===== src/rtl/fft_pkg.sv =====
// Shared constants, types and helpers for the 16-point FFT datapath.
// The bitrev helper is also used by the FFT core for its output ordering.
package fft_pkg;

  localparam int N    = 16;
  localparam int W    = 32;
  localparam int IDXW = 4;

  typedef logic signed [W-1:0] sample_t;
  typedef logic [N*W-1:0]      frame_t;

  typedef enum logic [1:0] {
    ST_EMPTY = 2'd0,
    ST_ONE   = 2'd1,
    ST_FULL  = 2'd2
  } state_t;

  function automatic logic [IDXW-1:0] bitrev(input logic [IDXW-1:0] v);
    logic [IDXW-1:0] r;
    r = {IDXW{1'b0}};
    for (int i = 0; i < IDXW; i++) begin
      r[i] = v[IDXW-1-i];
    end
    return r;
  endfunction

endpackage


===== src/rtl/fft_frame_slot_buf.sv =====
// Two-slot frame store: whole-frame parallel write, single complex sample
// combinational read.
module fft_frame_slot_buf
  import fft_pkg::*;
(
  input  logic             clk,
  input  logic             wr_en,
  input  logic             wr_slot,
  input  logic [N*W-1:0]   wr_re,
  input  logic [N*W-1:0]   wr_im,
  input  logic             rd_slot,
  input  logic [IDXW-1:0]  rd_elem,
  output logic [W-1:0]     rd_re,
  output logic [W-1:0]     rd_im
);

  logic [W-1:0] re_r [2][N];
  logic [W-1:0] im_r [2][N];

  // slot capture; contents are qualified by the occupancy state, so no reset
  always_ff @(posedge clk) begin
    if (wr_en) begin
      for (int e = 0; e < N; e++) begin
        re_r[wr_slot][e] <= wr_re[W*e +: W];
        im_r[wr_slot][e] <= wr_im[W*e +: W];
      end
    end
  end

  // element read mux
  always_comb begin
    rd_re = re_r[rd_slot][rd_elem];
    rd_im = im_r[rd_slot][rd_elem];
  end

endmodule


===== src/rtl/fft_frame_serializer.sv =====
// Converts parallel FFT result frames into a one-sample-per-cycle stream,
// double-buffering so the next frame can land while the current one drains.
module fft_frame_serializer
  import fft_pkg::*;
#(
  parameter int BITREV = 0
) (
  input  logic             clk,
  input  logic             rst,
  input  logic             frm_valid,
  output logic             frm_ready,
  input  logic [N*W-1:0]   frm_re,
  input  logic [N*W-1:0]   frm_im,
  output logic             s_valid,
  input  logic             s_ready,
  output logic [W-1:0]     s_re,
  output logic [W-1:0]     s_im,
  output logic [IDXW-1:0]  s_idx,
  output logic             s_last,
  output logic [15:0]      frames_done
);

  state_t          state_r;
  state_t          next_state_s;
  logic            wr_ptr_r;
  logic            rd_ptr_r;
  logic [IDXW-1:0] pos_r;
  logic [15:0]     frames_done_r;
  logic            frm_ready_s;
  logic            s_valid_s;
  logic            s_last_s;
  logic            acc_s;
  logic            xfer_s;
  logic            done_s;
  logic [IDXW-1:0] elem_s;

  assign s_last_s = (pos_r == IDXW'(N-1));
  assign acc_s    = frm_valid & frm_ready_s;
  assign xfer_s   = s_valid_s & s_ready;
  assign done_s   = xfer_s & s_last_s;

  // occupancy state register
  always_ff @(posedge clk) begin
    if (rst) begin
      state_r <= ST_EMPTY;
    end else begin
      state_r <= next_state_s;
    end
  end

  // occupancy next state; accept and completion together leave it unchanged
  always_comb begin
    next_state_s = state_r;
    case (state_r)
      ST_EMPTY: begin
        if (acc_s) next_state_s = ST_ONE;
        else       next_state_s = ST_EMPTY;
      end
      ST_ONE: begin
        if (acc_s && !done_s)      next_state_s = ST_FULL;
        else if (done_s && !acc_s) next_state_s = ST_EMPTY;
        else                       next_state_s = ST_ONE;
      end
      ST_FULL: begin
        if (done_s) next_state_s = ST_ONE;
        else        next_state_s = ST_FULL;
      end
      default: next_state_s = ST_EMPTY;
    endcase
  end

  // handshake decode from registered state only
  always_comb begin
    frm_ready_s = 1'b1;
    s_valid_s   = 1'b0;
    case (state_r)
      ST_EMPTY: begin frm_ready_s = 1'b1; s_valid_s = 1'b0; end
      ST_ONE:   begin frm_ready_s = 1'b1; s_valid_s = 1'b1; end
      ST_FULL:  begin frm_ready_s = 1'b0; s_valid_s = 1'b1; end
      default:  begin frm_ready_s = 1'b1; s_valid_s = 1'b0; end
    endcase
  end

  // slot pointers, stream position and completed-frame counter
  always_ff @(posedge clk) begin
    if (rst) begin
      wr_ptr_r      <= 1'b0;
      rd_ptr_r      <= 1'b0;
      pos_r         <= {IDXW{1'b0}};
      frames_done_r <= 16'd0;
    end else begin
      if (acc_s) wr_ptr_r <= ~wr_ptr_r;
      else       wr_ptr_r <= wr_ptr_r;
      if (done_s) begin
        pos_r         <= {IDXW{1'b0}};
        rd_ptr_r      <= ~rd_ptr_r;
        frames_done_r <= frames_done_r + 16'd1;
      end else if (xfer_s) begin
        pos_r <= pos_r + IDXW'(1);
      end else begin
        pos_r <= pos_r;
      end
    end
  end

  // element selection within the read slot
  always_comb begin
    if (BITREV != 0) elem_s = bitrev(pos_r);
    else             elem_s = pos_r;
  end

  fft_frame_slot_buf u_buf (
    .clk     (clk),
    .wr_en   (acc_s & ~rst),
    .wr_slot (wr_ptr_r),
    .wr_re   (frm_re),
    .wr_im   (frm_im),
    .rd_slot (rd_ptr_r),
    .rd_elem (elem_s),
    .rd_re   (s_re),
    .rd_im   (s_im)
  );

  assign frm_ready   = frm_ready_s;
  assign s_valid     = s_valid_s;
  assign s_idx       = pos_r;
  assign s_last      = s_last_s;
  assign frames_done = frames_done_r;

endmodule

===== config.mk =====
export PLATFORM = sky130hd
export DESIGN_NAME = fft_frame_serializer
export DESIGN_NICKNAME = d
export VERILOG_FILES = /design/src/rtl/fft_pkg.sv /design/src/rtl/fft_frame_slot_buf.sv /design/src/rtl/fft_frame_serializer.sv
export SDC_FILE = /design/constraint.sdc
export NUM_CORES = 2
export LEC_CHECK = 0
export ABC_AREA = 1
export CAP_MARGIN = 10
export CORE_AREA = 2 2 440 442
export DETAILED_ROUTE_END_ITERATION = 7
export DIE_AREA = 0 0 442 444
export HOLD_SLACK_MARGIN = 0.02
export MAX_ROUTING_LAYER = met4
export PLACE_DENSITY = 0.65
export SLEW_MARGIN = 20
export SYNTH_ARGS = -nofsm -noshare
export SYNTH_HDL_FRONTEND = slang
export SYNTH_SLANG_ARGS = --single-unit

===== constraint.sdc =====
create_clock -name clk -period 123.2 [get_ports clk]
set_clock_uncertainty 0.1 [all_clocks]
set_input_delay 24.64 -clock clk [delete_from_list [all_inputs] [get_ports clk]]
set_output_delay 24.64 -clock clk [all_outputs]
set_load 0.01 [all_outputs]

==> Flow_metrics.wiki <==
{| class="wikitable"
! Metric !! Value
|-
| Overall track demand over capacity in global routing || 28.5%
|-
| Worst Setup Start Kind || register
|-
| Vias post-DR || 58300
|-
| Layout overhead on the synthesized area || 24.2%
|-
| Initial core utilization || 43.3%
|-
| Dpl cell area || 95700 um2
|-
| Required time of the critical path || 98.46 ns
|-
| Clock Root Buffer || sky130_fd_sc_hd__clkbuf_16
|-
| Final count of pins violating max slew || 0
|-
| Number of buffers added for setup after CTS || 0
|-
| Final HPWL DP || 181 mm
|-
| Number of rows created at floorplan || 161
|-
| Net Count, Synth || 7872
|-
| Area share of the largest cell type after synthesis || 74.2%
|-
| Async SR Flop Fraction || 0%
|-
| Ports || 1115
|-
| Final Hold Vio Count || 0
|-
| Count of nets left with antenna violations after detail routing || 0
|-
| Portion of netlist area occupied by mux cells || 0%
|-
| Netlist area before placement || 82900 um2
|-
| Post-route cell area || 103000 um2
|-
| Ys flop type || sky130_fd_sc_hd__edfxtp_1
|-
| Setup violations, final || 0
|-
| Largest net degree at the start of global routing || 220
|-
| Port-buffer cells || 1114
|-
| Synthesized-area fraction occupied by xor and xnor cells || 0.0317%
|-
| Maximum frequency from static timing analysis || 31.2 MHz
|-
| First-pass GRT wire length || 391 mm
|-
| Detailed-route DRC error count || 0
|-
| Synth top area cells || sky130_fd_sc_hd__edfxtp_1, sky130_fd_sc_hd__nand2_1, sky130_fd_sc_hd__nand3_1
|-
| Worst stage delay on the critical path || 0.90 ns
|-
| Relative slew slack || 23.2%
|-
| Count leader, synth || sky130_fd_sc_hd__nand2_1
|-
| Number of detailed-route iterations in the first pass || 8
|-
| Clock latency at the later pin of the worst-skew pair || 0.89 ns
|-
| TritonCTS Buffers || 213
|-
| Drt initial violations || 6943
|-
| Post_cts resized || 0
|-
| Synthesis Warnings || 0
|-
| Unique cell type count in the Yosys netlist || 26
|-
| Final Cycle Share || 26.0%
|-
| Setup CP Type || reg2out
|-
| Sequential-to-total area share from yosys stat || 74.8%
|-
| Largest family of logic cells by synthesized area || simple AND/OR/NAND/NOR gates
|-
| Routed WL || 280 mm
|-
| Post-synthesis area per instance || 12.1 um2
|-
| Fraction of final layout cells sized beyond drive strength 1 || 4.56%
|-
| Standby leakage power || 36.3 nW
|-
| Crit Path Max Fanout || 162
|-
| Number of flip-flops and latches in the synthesized netlist || 2073
|-
| Transition at the pin with the smallest max-transition slack || 1.15 ns
|-
| Arithmetic-cell share of the synthesized area counting full adders, half adders and majority gates || 0.106%
|-
| Compound-cell area share of the yosys netlist || 0.145%
|-
| Pre-CTS setup slack || 92.20 ns
|-
| Final worst-path setup slack || 91.19 ns
|-
| Number of synthesized flops with an enable pin || 2048
|-
| Setup TNS Final || 0 ns
|-
| Overall die width || 442 um
|-
| Total power density per cell area || 15.2 nW/um2
|-
| Clk sink count || 2073
|-
| GRT Residual Overflow || 0
|-
| Largest voltage drop on the vdd net || 0.0141 mV
|-
| Hold path depth || 2
|-
| Hold slack final || 0.384 ns
|-
| Unrepaired setup endpoints after global routing || false
|-
| HP Class || reg2reg
|-
| Final GP Congestion || 0.887
|-
| Number of global-route vias before repair || 55000
|-
| Total of max-cap violations || 0
|-
| Antenna violations before repair || 204
|-
| Worst-path cell chain || buf_12, buf_4, buf_4, buf_4, buf_4, nand2_1, nand3_1, nand3_1, nand3_1, nand3_1, nand2_1, clkdlybuf4s50_1
|-
| CTS tree || built
|-
| Simple-gate portion of the synthesized area || 22.0%
|-
| Clk pin slew, worst setup/hold paths || 0.06 ns
|-
| Kind of capture point of the worst setup path || output port
|-
| Library cell with the largest summed area after synthesis || sky130_fd_sc_hd__edfxtp_1
|-
| Hold_buf cts || 0
|-
| Crit path arrival time || 7.27 ns
|-
| Floorplan Core Area || 192000 um2
|-
| Die area || 196000 um2
|-
| Gate Count Post-Synth || 6837
|-
| Max Root-Sink Buffers || 3
|-
| Critical path's slowest cell || sky130_fd_sc_hd__buf_4
|-
| Vertical die dimension || 444 um
|-
| Via-to-Cell Ratio || 5.46
|-
| Filler Cells Inserted || 16000
|-
| Number of levels in the clock H-tree || 4
|-
| Net count, final || 8832
|-
| Average routed wire per standard cell || 26.2 um
|-
| Outcome || finished clean
|-
| Final Critical Period || 32.01 ns
|-
| Path depth of the worst reg2reg path || 12
|-
| Leading post-synthesis cells by instance count || sky130_fd_sc_hd__nand2_1, sky130_fd_sc_hd__edfxtp_1, sky130_fd_sc_hd__nand3_1, sky130_fd_sc_hd__buf_2, sky130_fd_sc_hd__clkbuf_1
|}
[cell type report]
type	count	area (um2)	share of cell area, %
antenna	183	458	0.445
multi-input combinational	4290	18500	18.0
clock inverter	118	1210	1.17
sequential	2073	62000	60.2
clock buffer	268	5540	5.38
timing repair buffer	1185	11900	11.6
inverter	34	166	0.162
tap	2526	3160	3.07
[cells by family (layout without fill, tap and decap cells)]
| logic type | Yosys count | after routing |
|---|---|---|
| AND/OR/NAND/NOR | 4257 | 4257 |
| flip-flops | 2073 | 2073 |
| buffers and inverters | 474 | 1605 |
| AO/OA/AOI/OAI | 23 | 23 |
| adder cells (fa/ha/maj) | 7 | 7 |
| XOR/XNOR | 3 | 3 |
| other | 0 | 183 |
[power by group]
part           internal, mW  switching (mW)  leakage [nW]  total [mW]
sequential            0.806         0.00605          19.0       0.812
combinational        0.0547          0.0802          14.1       0.135
clock                 0.347           0.275          3.24       0.622
total                  1.21           0.361          36.3        1.57
[metrics by stage]
step                      utilization (%)  total power [mW]  cells
after floorplan                         -             0.938   6837
after global routing                 53.7              1.62  10700
final                                53.7              1.57  10700
after global placement               50.0             0.958  10100
after CTS                            53.5              1.58  10500
after detailed placement             50.0             0.961  10100
[worst paths after layout]
path	from	to	slack [ns]
hold reg to reg	wr_ptr_r$_SDFFE_PP0P_	wr_ptr_r$_SDFFE_PP0P_	0.38
hold / removal	wr_ptr_r$_SDFFE_PP0P_	wr_ptr_r$_SDFFE_PP0P_	0.38
setup / recovery	register	s_re[1]	91.19
setup reg to reg	state_r[0]$_SDFF_PP0_	u_buf.re_r[0][176]$_DFFE_PP_	117.04
[state kept, by name, summed over array words and instances, names as in the netlist, named ones only]
register,flops
u_buf.re_r,1024
frames_done,16
u_buf.im_r,1024
rd_ptr_r,1
state_r,2
s_idx,4
wr_ptr_r,1
[layout by cell type, fill, tap and decap left out, drive strengths merged, types with 2 or more instances in the layout]
cell type / Yosys / layout
clkdlybuf4s50: 0 / 1114
nor3: 6 / 6
xor2: 3 / 3
diode: 0 / 183
clkbuf: 72 / 268
edfxtp: 2048 / 2048
bufinv: 0 / 13
nand3: 1795 / 1795
nand2: 2425 / 2425
inv: 34 / 36
nor2: 27 / 27
buf: 368 / 71
nand4: 2 / 2
clkinv: 0 / 98
o21ai: 7 / 7
ha: 7 / 7
dfxtp: 25 / 25
clkinvlp: 0 / 5
a21oi: 14 / 14
[per-layer routing]
layer | share of wire, % | up-vias | track usage (%) | routed length [um]
met5 | 0 | - | - | 0
met4 | 5.9 | 0 | 17.8 | 16600
met3 | 7.7 | 541 | 5.19 | 21600
met2 | 49 | 2862 | 44.3 | 137000
met1 | 37 | 28500 | 34.6 | 105000
li1 | - | 26400 | - | -
[critical path: cells and delay by family (launching register included)]
kind | cells | cell delay, ns
buf+inv | 6 | 4.02
simple gates | 6 | 1.30
flops | 1 | 0.79
(Power assumes the default switching activity.)
